<file path="config.mk">
export PLATFORM = sky130hd
export DESIGN_NAME = mem_stage_flat
export DESIGN_NICKNAME = d
export VERILOG_FILES = /design/src/rtl/mem_stage_if.sv /design/src/rtl/mem_stage.sv /design/src/flat_wrapper.sv
export SDC_FILE = /design/constraint.sdc
export NUM_CORES = 1
export LEC_CHECK = 0
export ABC_CLOCK_PERIOD_IN_PS = 2400
export CAP_MARGIN = 20
export CORE_MARGIN = 4
export CORE_UTILIZATION = 37
export CTS_CLUSTER_DIAMETER = 60
export DETAILED_ROUTE_END_ITERATION = 8
export PLACE_DENSITY = 0.95
export SYNTH_ARGS = -nofsm -noshare
export SYNTH_HDL_FRONTEND = slang
export SYNTH_SLANG_ARGS = --single-unit
</file>
<file path="constraint.sdc">
create_clock -name clk -period 2.4 [get_ports clk]
set_input_delay 0.24 -clock clk [delete_from_list [all_inputs] [get_ports clk]]
set_output_delay 0.24 -clock clk [all_outputs]
set_load 0.02 [all_outputs]
</file>
<file path="src/rtl/mem_stage_if.sv">
// Bundle of EX-side, data-memory and write-back signals for the memory stage.
interface mem_stage_if #(
    parameter int unsigned ADDR_W = 12
);
    // From EX
    logic              ex_valid;
    logic [2:0]        ex_mem_op;
    logic [15:0]       alu_result;
    logic [15:0]       store_data;
    logic [15:0]       pc_plus1;
    logic [2:0]        flags_in;
    logic              int_req;
    logic [15:0]       int_ret_pc;
    // Data memory
    logic [15:0]       dmem_rdata;
    logic [ADDR_W-1:0] dmem_addr;
    logic [15:0]       dmem_wdata;
    logic              dmem_we;
    logic              dmem_re;
    // Back to EX / write-back / fetch
    logic              stall;
    logic              wb_valid;
    logic [15:0]       wb_data;
    logic              pop_flags_valid;
    logic [2:0]        pop_flags;
    logic              pc_redirect;
    logic [15:0]       pc_target;
    logic              int_ack;
    logic [ADDR_W-1:0] sp;

    modport slave (
        input  ex_valid, ex_mem_op, alu_result, store_data, pc_plus1, flags_in,
               int_req, int_ret_pc, dmem_rdata,
        output dmem_addr, dmem_wdata, dmem_we, dmem_re, stall, wb_valid, wb_data,
               pop_flags_valid, pop_flags, pc_redirect, pc_target, int_ack, sp
    );

    modport master (
        output ex_valid, ex_mem_op, alu_result, store_data, pc_plus1, flags_in,
               int_req, int_ret_pc, dmem_rdata,
        input  dmem_addr, dmem_wdata, dmem_we, dmem_re, stall, wb_valid, wb_data,
               pop_flags_valid, pop_flags, pc_redirect, pc_target, int_ack, sp
    );
endinterface

</file>
<file path="src/rtl/mem_stage.sv">
// Memory stage: data-memory port, stack pointer, RET/RTI redirects and the
// hardware interrupt save sequence (push PC, push flags, jump to INT_VEC).
module mem_stage #(
    parameter int unsigned ADDR_W  = 12,
    parameter int unsigned SP_INIT = 2**ADDR_W - 1,
    parameter logic [15:0] INT_VEC = 16'h0000
) (
    input  logic        clk,
    input  logic        rst_n,
    mem_stage_if.slave  bus
);

    localparam logic [2:0] OpNop   = 3'd0;
    localparam logic [2:0] OpLoad  = 3'd1;
    localparam logic [2:0] OpStore = 3'd2;
    localparam logic [2:0] OpPush  = 3'd3;
    localparam logic [2:0] OpPop   = 3'd4;
    localparam logic [2:0] OpCall  = 3'd5;
    localparam logic [2:0] OpRet   = 3'd6;
    localparam logic [2:0] OpRti   = 3'd7;

    typedef enum logic [1:0] {StIdle, StRtiPop2, StRtiDone, StIntPush2} state_e;

    state_e            state_q;
    logic [ADDR_W-1:0] sp_q, sp_d;
    logic              wb_valid_q;
    logic              ret_pend_q;
    logic [2:0]        saved_flags_q;

    logic              accept;
    logic              int_take;
    logic [ADDR_W-1:0] sp_p1, sp_m1;
    logic              unused_alu_hi;

    assign unused_alu_hi = ^bus.alu_result[15:ADDR_W];

    assign sp_p1    = sp_q + ADDR_W'(1);
    assign sp_m1    = sp_q - ADDR_W'(1);
    assign accept   = rst_n && (state_q == StIdle) && bus.ex_valid && (bus.ex_mem_op != OpNop);
    assign int_take = rst_n && (state_q == StIdle) && bus.int_req && !accept;

    // Combinational memory port, stall and next SP for the current cycle.
    always_comb begin
        bus.dmem_addr  = '0;
        bus.dmem_wdata = '0;
        bus.dmem_we    = 1'b0;
        bus.dmem_re    = 1'b0;
        bus.stall      = 1'b0;
        sp_d           = sp_q;
        if (rst_n) begin
            unique case (state_q)
                StIdle: begin
                    if (accept) begin
                        unique case (bus.ex_mem_op)
                            OpLoad: begin
                                bus.dmem_addr = bus.alu_result[ADDR_W-1:0];
                                bus.dmem_re   = 1'b1;
                            end
                            OpStore: begin
                                bus.dmem_addr  = bus.alu_result[ADDR_W-1:0];
                                bus.dmem_we    = 1'b1;
                                bus.dmem_wdata = bus.store_data;
                            end
                            OpPush, OpCall: begin
                                bus.dmem_addr  = sp_q;
                                bus.dmem_we    = 1'b1;
                                bus.dmem_wdata = (bus.ex_mem_op == OpCall) ? bus.pc_plus1
                                                                           : bus.store_data;
                                sp_d           = sp_m1;
                            end
                            OpPop, OpRet, OpRti: begin
                                bus.dmem_addr = sp_p1;
                                bus.dmem_re   = 1'b1;
                                sp_d          = sp_p1;
                                bus.stall     = (bus.ex_mem_op == OpRti);
                            end
                            default: ;
                        endcase
                    end else if (int_take) begin
                        bus.dmem_addr  = sp_q;
                        bus.dmem_we    = 1'b1;
                        bus.dmem_wdata = bus.int_ret_pc;
                        sp_d           = sp_m1;
                        bus.stall      = 1'b1;
                    end
                end
                StRtiPop2: begin
                    bus.dmem_addr = sp_p1;
                    bus.dmem_re   = 1'b1;
                    sp_d          = sp_p1;
                    bus.stall     = 1'b1;
                end
                StIntPush2: begin
                    bus.dmem_addr  = sp_q;
                    bus.dmem_we    = 1'b1;
                    bus.dmem_wdata = {13'b0, bus.flags_in};
                    sp_d           = sp_m1;
                    bus.stall      = 1'b1;
                end
                default: ;
            endcase
        end
    end

    // Sequencer state, stack pointer and result-pulse registers.
    always_ff @(posedge clk or negedge rst_n) begin
        if (!rst_n) begin
            state_q       <= StIdle;
            sp_q          <= ADDR_W'(SP_INIT);
            wb_valid_q    <= 1'b0;
            ret_pend_q    <= 1'b0;
            saved_flags_q <= '0;
        end else begin
            sp_q       <= sp_d;
            wb_valid_q <= accept && (bus.ex_mem_op == OpLoad || bus.ex_mem_op == OpPop);
            ret_pend_q <= accept && (bus.ex_mem_op == OpRet);
            unique case (state_q)
                StIdle: begin
                    if (accept && bus.ex_mem_op == OpRti) begin
                        state_q <= StRtiPop2;
                    end else if (int_take) begin
                        state_q <= StIntPush2;
                    end
                end
                StRtiPop2: begin
                    // Stack top holds the flags (pushed last on interrupt entry).
                    saved_flags_q <= bus.dmem_rdata[2:0];
                    state_q       <= StRtiDone;
                end
                StRtiDone:  state_q <= StIdle;
                StIntPush2: state_q <= StIdle;
                default:    state_q <= StIdle;
            endcase
        end
    end

    // Result outputs derive from registered state; read data is forwarded as it arrives.
    always_comb begin
        bus.wb_valid        = wb_valid_q;
        bus.wb_data         = wb_valid_q ? bus.dmem_rdata : 16'h0000;
        bus.pop_flags_valid = (state_q == StRtiDone);
        bus.pop_flags       = (state_q == StRtiDone) ? saved_flags_q : 3'b000;
        bus.int_ack         = (state_q == StIntPush2);
        bus.pc_redirect     = ret_pend_q || (state_q == StRtiDone) || (state_q == StIntPush2);
        if (ret_pend_q || state_q == StRtiDone) begin
            bus.pc_target = bus.dmem_rdata;
        end else if (state_q == StIntPush2) begin
            bus.pc_target = INT_VEC;
        end else begin
            bus.pc_target = 16'h0000;
        end
        bus.sp = sp_q;
    end

endmodule
</file>
<file path="src/flat_wrapper.sv">
// flat-port wrapper written by rule: the top's interface ports become plain ports
module mem_stage_flat 
#(
    parameter int unsigned ADDR_W  = 12,
    parameter int unsigned SP_INIT = 2**ADDR_W - 1,
    parameter logic [15:0] INT_VEC = 16'h0000
)
  (clk, rst_n, bus_ex_valid, bus_ex_mem_op, bus_alu_result, bus_store_data, bus_pc_plus1, bus_flags_in, bus_int_req, bus_int_ret_pc, bus_dmem_rdata, bus_dmem_addr, bus_dmem_wdata, bus_dmem_we, bus_dmem_re, bus_stall, bus_wb_valid, bus_wb_data, bus_pop_flags_valid, bus_pop_flags, bus_pc_redirect, bus_pc_target, bus_int_ack, bus_sp);
  mem_stage_if #(.ADDR_W(ADDR_W)) bus_i ();
  input  logic clk;
  input  logic rst_n;
  input wire logic [$bits(bus_i.ex_valid)-1:0] bus_ex_valid;
  input wire logic [$bits(bus_i.ex_mem_op)-1:0] bus_ex_mem_op;
  input wire logic [$bits(bus_i.alu_result)-1:0] bus_alu_result;
  input wire logic [$bits(bus_i.store_data)-1:0] bus_store_data;
  input wire logic [$bits(bus_i.pc_plus1)-1:0] bus_pc_plus1;
  input wire logic [$bits(bus_i.flags_in)-1:0] bus_flags_in;
  input wire logic [$bits(bus_i.int_req)-1:0] bus_int_req;
  input wire logic [$bits(bus_i.int_ret_pc)-1:0] bus_int_ret_pc;
  input wire logic [$bits(bus_i.dmem_rdata)-1:0] bus_dmem_rdata;
  output wire logic [$bits(bus_i.dmem_addr)-1:0] bus_dmem_addr;
  output wire logic [$bits(bus_i.dmem_wdata)-1:0] bus_dmem_wdata;
  output wire logic [$bits(bus_i.dmem_we)-1:0] bus_dmem_we;
  output wire logic [$bits(bus_i.dmem_re)-1:0] bus_dmem_re;
  output wire logic [$bits(bus_i.stall)-1:0] bus_stall;
  output wire logic [$bits(bus_i.wb_valid)-1:0] bus_wb_valid;
  output wire logic [$bits(bus_i.wb_data)-1:0] bus_wb_data;
  output wire logic [$bits(bus_i.pop_flags_valid)-1:0] bus_pop_flags_valid;
  output wire logic [$bits(bus_i.pop_flags)-1:0] bus_pop_flags;
  output wire logic [$bits(bus_i.pc_redirect)-1:0] bus_pc_redirect;
  output wire logic [$bits(bus_i.pc_target)-1:0] bus_pc_target;
  output wire logic [$bits(bus_i.int_ack)-1:0] bus_int_ack;
  output wire logic [$bits(bus_i.sp)-1:0] bus_sp;
  assign bus_i.ex_valid = bus_ex_valid;
  assign bus_i.ex_mem_op = bus_ex_mem_op;
  assign bus_i.alu_result = bus_alu_result;
  assign bus_i.store_data = bus_store_data;
  assign bus_i.pc_plus1 = bus_pc_plus1;
  assign bus_i.flags_in = bus_flags_in;
  assign bus_i.int_req = bus_int_req;
  assign bus_i.int_ret_pc = bus_int_ret_pc;
  assign bus_i.dmem_rdata = bus_dmem_rdata;
  assign bus_dmem_addr = bus_i.dmem_addr;
  assign bus_dmem_wdata = bus_i.dmem_wdata;
  assign bus_dmem_we = bus_i.dmem_we;
  assign bus_dmem_re = bus_i.dmem_re;
  assign bus_stall = bus_i.stall;
  assign bus_wb_valid = bus_i.wb_valid;
  assign bus_wb_data = bus_i.wb_data;
  assign bus_pop_flags_valid = bus_i.pop_flags_valid;
  assign bus_pop_flags = bus_i.pop_flags;
  assign bus_pc_redirect = bus_i.pc_redirect;
  assign bus_pc_target = bus_i.pc_target;
  assign bus_int_ack = bus_i.int_ack;
  assign bus_sp = bus_i.sp;
  mem_stage #(.ADDR_W(ADDR_W), .SP_INIT(SP_INIT), .INT_VEC(INT_VEC)) u_core (.clk(clk), .rst_n(rst_n), .bus(bus_i));
endmodule
</file>
; Yosys cells after proc, flatten, opt, wreduce, memory -nomap -nowiden
; Cells that the tools add are included.
[classes]
n_shift = 0
add_sub_neg = 2
magnitude_cmp = 0
mul = 0
div = 0
eq_ne = 13
n_reduce_logical = 23
n_bitwise = 0
n_mux = 34
[ops]
columns = cell, n
row1 = one-hot mux 12 bit (3 select lines), 3
row2 = 2-to-1 mux 16 bit, 6
row3 = one-hot mux 16 bit (2 select lines), 2
row4 = 2-to-1 mux 12 bit, 5
row5 = one-hot mux 12 bit (2 select lines), 1
row6 = "adder 12 x 1 -> 12 bit, second input constant", 1
row7 = "equality test 3 bit, second input constant", 4
row8 = "subtractor 12 x 1 -> 12 bit, second input constant", 1
row9 = 2-to-1 mux 1 bit, 10
row10 = logical AND 1 bit, 8
row11 = OR reduction 2 bit, 4
row12 = "equality test 3 x 2 -> 1 bit, second input constant", 2
row13 = one-hot mux 1 bit (2 select lines), 3
row14 = one-hot mux 2 bit (3 select lines), 1
row15 = nonzero test 3 bit, 2
row16 = OR reduction 3 bit, 2
row17 = "equality test 2 bit, second input constant", 2
row18 = 2-to-1 mux 2 bit, 2
row19 = "inequality test 4 bit, second input constant", 1
row20 = AND reduction 4 bit, 1
row21 = OR reduction 4 bit, 1
row22 = "equality test 3 x 1 -> 1 bit, second input constant", 1
row23 = logical OR 1 bit, 3
row24 = 2-to-1 mux 3 bit, 1
row25 = 5 further kinds, 5
[totals]
reg_bits = 19
out_inout_bits = 82
input_bits = 90
rom_bits = 0
latch_bits = 0
wordCells = 77
n_memories = 0
mem_bits_rw = 0

; Longest topological paths before layout
[logic_depth]
ltp_word = 10
mapped_depth = 10

; Least setup slack after synthesis
; OpenSTA, ideal clock, no wires.
[synth_path]
kind = register to output
from = register u_core.state_q[0]
to = output bus_dmem_addr[11]
arrival_ns = 1.979
n_path_buf = 3
stages_incl_launch_ff = 11
t_required_ns = 2.160
slack_ns = 0.181
cell_sequence = dfrtp_1 -> inv_1 -> ha_1 -> buf_2 -> and4_1 -> buf_2 -> a21oi_2 -> buf_2 -> nor3_1 -> a21oi_1 -> a21oi_1
[synth_between]
elab_chain_cells = 10
[synth_lines]
columns = element, line_no
row1 = "start, declared", mem_stage.sv:24  ; state_e state_q;
row2 = "start signal, assigned", mem_stage.sv:108  ; state_q <= StIdle;
row3 = "start signal, assigned", mem_stage.sv:120  ; state_q <= StRtiPop2;
row4 = "start signal, assigned", mem_stage.sv:122  ; state_q <= StIntPush2;
row5 = logical NOT 2 bit, "mem_stage.sv:39, mem_stage.sv:40, mem_stage.sv:51"
row6 = logical AND 1 bit, "mem_stage.sv:39, mem_stage.sv:40"
row7 = logical AND 1 bit (2 in series), mem_stage.sv:39  ; assign accept = rst_n && (state_q == StIdle) && bus.ex_valid && (bus.ex_mem_op != OpNop);
row8 = logical NOT 1 bit, mem_stage.sv:40  ; assign int_take = rst_n && (state_q == StIdle) && bus.int_req && !accept;
row9 = logical AND 1 bit, mem_stage.sv:40
row10 = 2-to-1 mux 12 bit, mem_stage.sv:79  ; end else if (int_take) begin
row11 = 2-to-1 mux 12 bit, mem_stage.sv:53  ; if (accept) begin
row12 = one-hot mux 12 bit (3 select lines) *, mem_stage.sv:51  ; unique case (state_q)
row13 = 2-to-1 mux 12 bit *, mem_stage.sv:50  ; if (rst_n) begin
row14 = "end, declared", flat_wrapper.sv:21  ; output wire logic [$bits(bus_i.dmem_addr)-1:0] bus_dmem_addr;
; Every way passes the cells marked *; elsewhere a longest branch is shown, timed or not.

; Final worst setup path
[layout_path]
from = register u_core.sp_q[1] (netlist: u_core.bus.sp[1])
to = output bus_dmem_addr[11]
[layout_between]
elab_chain_cells = 5
[layout_lines]
columns = element, line_no
row1 = "start, declared", mem_stage.sv:25  ; logic [ADDR_W-1:0] sp_q, sp_d;
row2 = "start signal, assigned", mem_stage.sv:109  ; sp_q <= ADDR_W'(SP_INIT);
row3 = "start signal, assigned", mem_stage.sv:114  ; sp_q <= sp_d;
row4 = adder 12 x 1 -> 12 bit *, mem_stage.sv:37  ; assign sp_p1 = sp_q + ADDR_W'(1);
row5 = one-hot mux 12 bit (3 select lines), mem_stage.sv:54  ; unique case (bus.ex_mem_op)
row6 = 2-to-1 mux 12 bit, mem_stage.sv:53
row7 = one-hot mux 12 bit (3 select lines) *, mem_stage.sv:51
row8 = 2-to-1 mux 12 bit *, mem_stage.sv:50
; Marked as above.

==> qor.csv <==
stage,metric,value,unit
finish,most frequent cells in the layout,"clkdlybuf4s50_1, buf_4, nor2_1",
run_status,status,"finished, violations left",
timing,slew at the pin closest to its max-slew limit,452,ps
floorplanning,Die X,90.8,um
drt,Final ANT Viol Nets,0,
drt,DRT iter0 DRCs,278,
worst_setup_path,worst reg-to-reg path cell count,9,
timing,final hold slack,161,ps
drt,Post-Route WL,11400,um
global_routing,initial antenna violation count,0,
clock_network,CTS root buffer,clkbuf_8,
timing,Hold Fails Final Rpt,0,
clock_network,clock buffer depth,2,
yosys,YS warnings,0,
clock_network,clock sink total,19,
clock_network,cts bufs inserted,3,
drt,Avg WL per Cell,18.1,um
worst_setup_path,critical path endpoint category,primary output,
timing,period utilization,1.03,
drt,vias per inst,5.83,
floorplanning,Initial Util,0.390,
timing,RSZ-0062 raised after global routing,yes,
drt,via count,3681,
timing,crit path time final,2470,ps
global_routing,largest net degree at the start of global routing,24,
timing,Slew Limit Headroom,0.697,
timing,clock skew,4.09,ps
yosys,largest family of logic cells by synthesized area,compound AO/OA/AOI/OAI gates,
power_and_ir_drop,leak pwr,2.19,nW
worst_setup_path,path type of the worst setup path,register to primary output,
place,routability congestion estimate,0.921,
place,Post-Place Cells,617,
finish,share of cells above drive strength 1,0.289,
worst_setup_path,max incr delay on CP,590,ps
floorplanning,Die ar.,0.00824,mm^2
yosys,mapped cell area,0.00253,mm^2
floorplanning,die height,90.8,um
yosys,Synth cell types,60,
worst_setup_path,Crit-path slowest cell,or4_4,
floorplanning,Core Footprint,0.00649,mm^2
yosys,Synth Area in Compound Gates,0.345,
yosys,Post-synth EDFFs,0,
timing,Pins Over Slew Limit,0,
yosys,async set-reset flop share out of synthesis,1.00,
yosys,xor and xnor area share after synthesis,0.0242,
finish,# diodes,0,
finish,final net count,652,
drt,DRT Pass-1 Iters,6,
timing,setup slack after layout,-67.5,ps
finish,Area Overhead vs Synth,91.1,%
run,Max Cap Viol,0,
yosys,Syn Nets,436,
clock_network,clock-pin slew on the worst setup and hold paths,80,ps
place,detailed placement HPWL,8510,um
worst_setup_path,WP depth,7,
worst_setup_path,critical path cell sequence,"buf_6, nand4_1, or4_4, and2_4, o21ai_2, a21oi_2, buf_4",
floorplanning,I/O Pins,172,
global_routing,Total GRT Usage,0.252,
global_routing,vias in the first global route,3671,
clock_network,htree depth,1,
yosys,leading register cell type out of synthesis,dfstp_2,
run_status,failing checks,setup timing,
timing,fmax,405,MHz
worst_setup_path,Startpoint Class,register,
clock_network,clock tree from TritonCTS,built,
finish,Final Non-Filler Cells,631,
power_and_ir_drop,maximum vdd drop,0.000359,V
worst_setup_path,critical path arrival,2230,ps
floorplanning,number of cell rows,29,
finish,Fillers,466,
yosys,Synth Area in Adders,0.0346,
drt,Residual DRC,0,
worst_setup_path,Bufs and invs on worst path,2,
clock_network,Worst-Skew Late Latency,260,ps
worst_setup_path,WP data required,2160,ps
power_and_ir_drop,Pwr Density,888,mW/mm^2
yosys,"Seq/Total Area, Yosys",0.194,
global_routing,first-pass GRT wire length,17400,um
timing,final setup violation count,1,
yosys,Syn Inst Count,339,
global_routing,GRT Residual Overflow,0,
yosys,post-synthesis mux area share,0.0173,
yosys,Synth Register Bits,19,
hold_path,Hold Path Class,input pin to async pin,
finish,"leading cell type in the layout, fill and taps excluded",clkdlybuf4s50_1,
yosys,"Avg Cell Area, Syn",7.47,um^2
place,port bufs,167,
yosys,fraction of the mapped netlist area in simple logic gates,0.305,
worst_setup_path,crit path max fanout,3,
worst_setup_path,Crit path max-delay family,simple AND/OR/NAND/NOR gates,
-- cell type report --
cell class | instances | area [um^2] | share of cell area
clock buffers | 4 | 45.0 | 0.00930
inverters | 10 | 37.5 | 0.00775
multi-input cells | 280 | 1990 | 0.410
flip-flops and latches | 19 | 490 | 0.101
well taps | 77 | 96.3 | 0.0199
repair buffers | 241 | 2180 | 0.451
-- state kept, by name, summed over array words and instances, names as in the netlist --
register,flops
u_core.bus.sp,12
u_core.saved_flags_q,3
u_core.state_q,2
u_core.bus.wb_valid,1
u_core.ret_pend_q,1
-- layer usage --
metal / GRT usage / wire length, um
met1: 0.283 / 4110
met3: 0.0617 / 1030
met2: 0.455 / 5890
met5: 0 / 0
met4: 0.0931 / 393
-- cell families (layout without fill, tap and decap cells) --
logic type,after synthesis,after routing
XOR/XNOR,7,7
flip-flops,19,19
adder cells (fa/ha/maj),7,7
buffers and inverters,40,255
AND/OR/NAND/NOR,143,143
AO/OA/AOI/OAI,119,119
multiplexers,4,4
-- power breakdown --
part,switching [W],internal (W)
Combinational,0.00188,0.00155
Sequential,0.000115,0.000522
Clock,0.000111,0.000118
-- final timing paths --
kind	start	endpoint	slack (ps)
hold / removal	rst_n	u_core.bus.wb_valid	160
max in group asynchronous	rst_n	u_core.bus.sp[11]	1990
setup reg to reg	u_core.bus.sp[1]	u_core.bus.sp[8]	100
hold reg to reg	u_core.saved_flags_q[0]	u_core.saved_flags_q[0]	500
min in group clk	bus_ex_valid	u_core.bus.wb_valid	500
setup / recovery	u_core.bus.sp[1]	bus_dmem_addr[11]	-70
-- through the flow --
stage	total power [W]	area, um^2	setup TNS [ps]	setup slack [ps]	utilization
2_1_floorplan	0.00238	2530	0	181	-
3_3_place_gp	0.00367	4640	-7000	-331	0.715
3_5_place_dp	0.00378	4640	-8780	-451	0.715
4_1_cts	0.00406	4750	-28.5	-28.5	0.731
5_1_grt	0.00453	4840	-226	-110	0.745
6_report	0.00430	4840	-67.5	-67.5	0.745
-- synth_stat cells (all sizes together) (5+ instances only) --
library cell / number / area [um^2]
nor2b: 19 / 121
nand2: 13 / 51.3
and3: 5 / 31.3
o21ai: 26 / 130
xnor2: 7 / 61.3
dfstp: 12 / 315
a21oi: 23 / 119
buf: 21 / 133
nand3: 11 / 67.6
ha: 7 / 87.6
dfrtp: 7 / 175
a22oi: 19 / 143
inv: 9 / 33.8
nor2: 42 / 160
o31ai: 6 / 78.8
and2: 22 / 138
o22ai: 5 / 31.3
clkbuf: 9 / 33.8
a22o: 16 / 140
nor3: 12 / 70.1
-- what timing repair did --
item / CTS / global route
resized for setup: 93 / 82
buffers inserted: 2 / 7
setup endpoints to repair: 31 / 47
gates cloned: 0 / 1
hold buffers: 0 / 0
endpoints found under the hold margin: 0 / 0
pin swaps: 6 / 13
No activity file was read; power rests on OpenSTA's default activity.
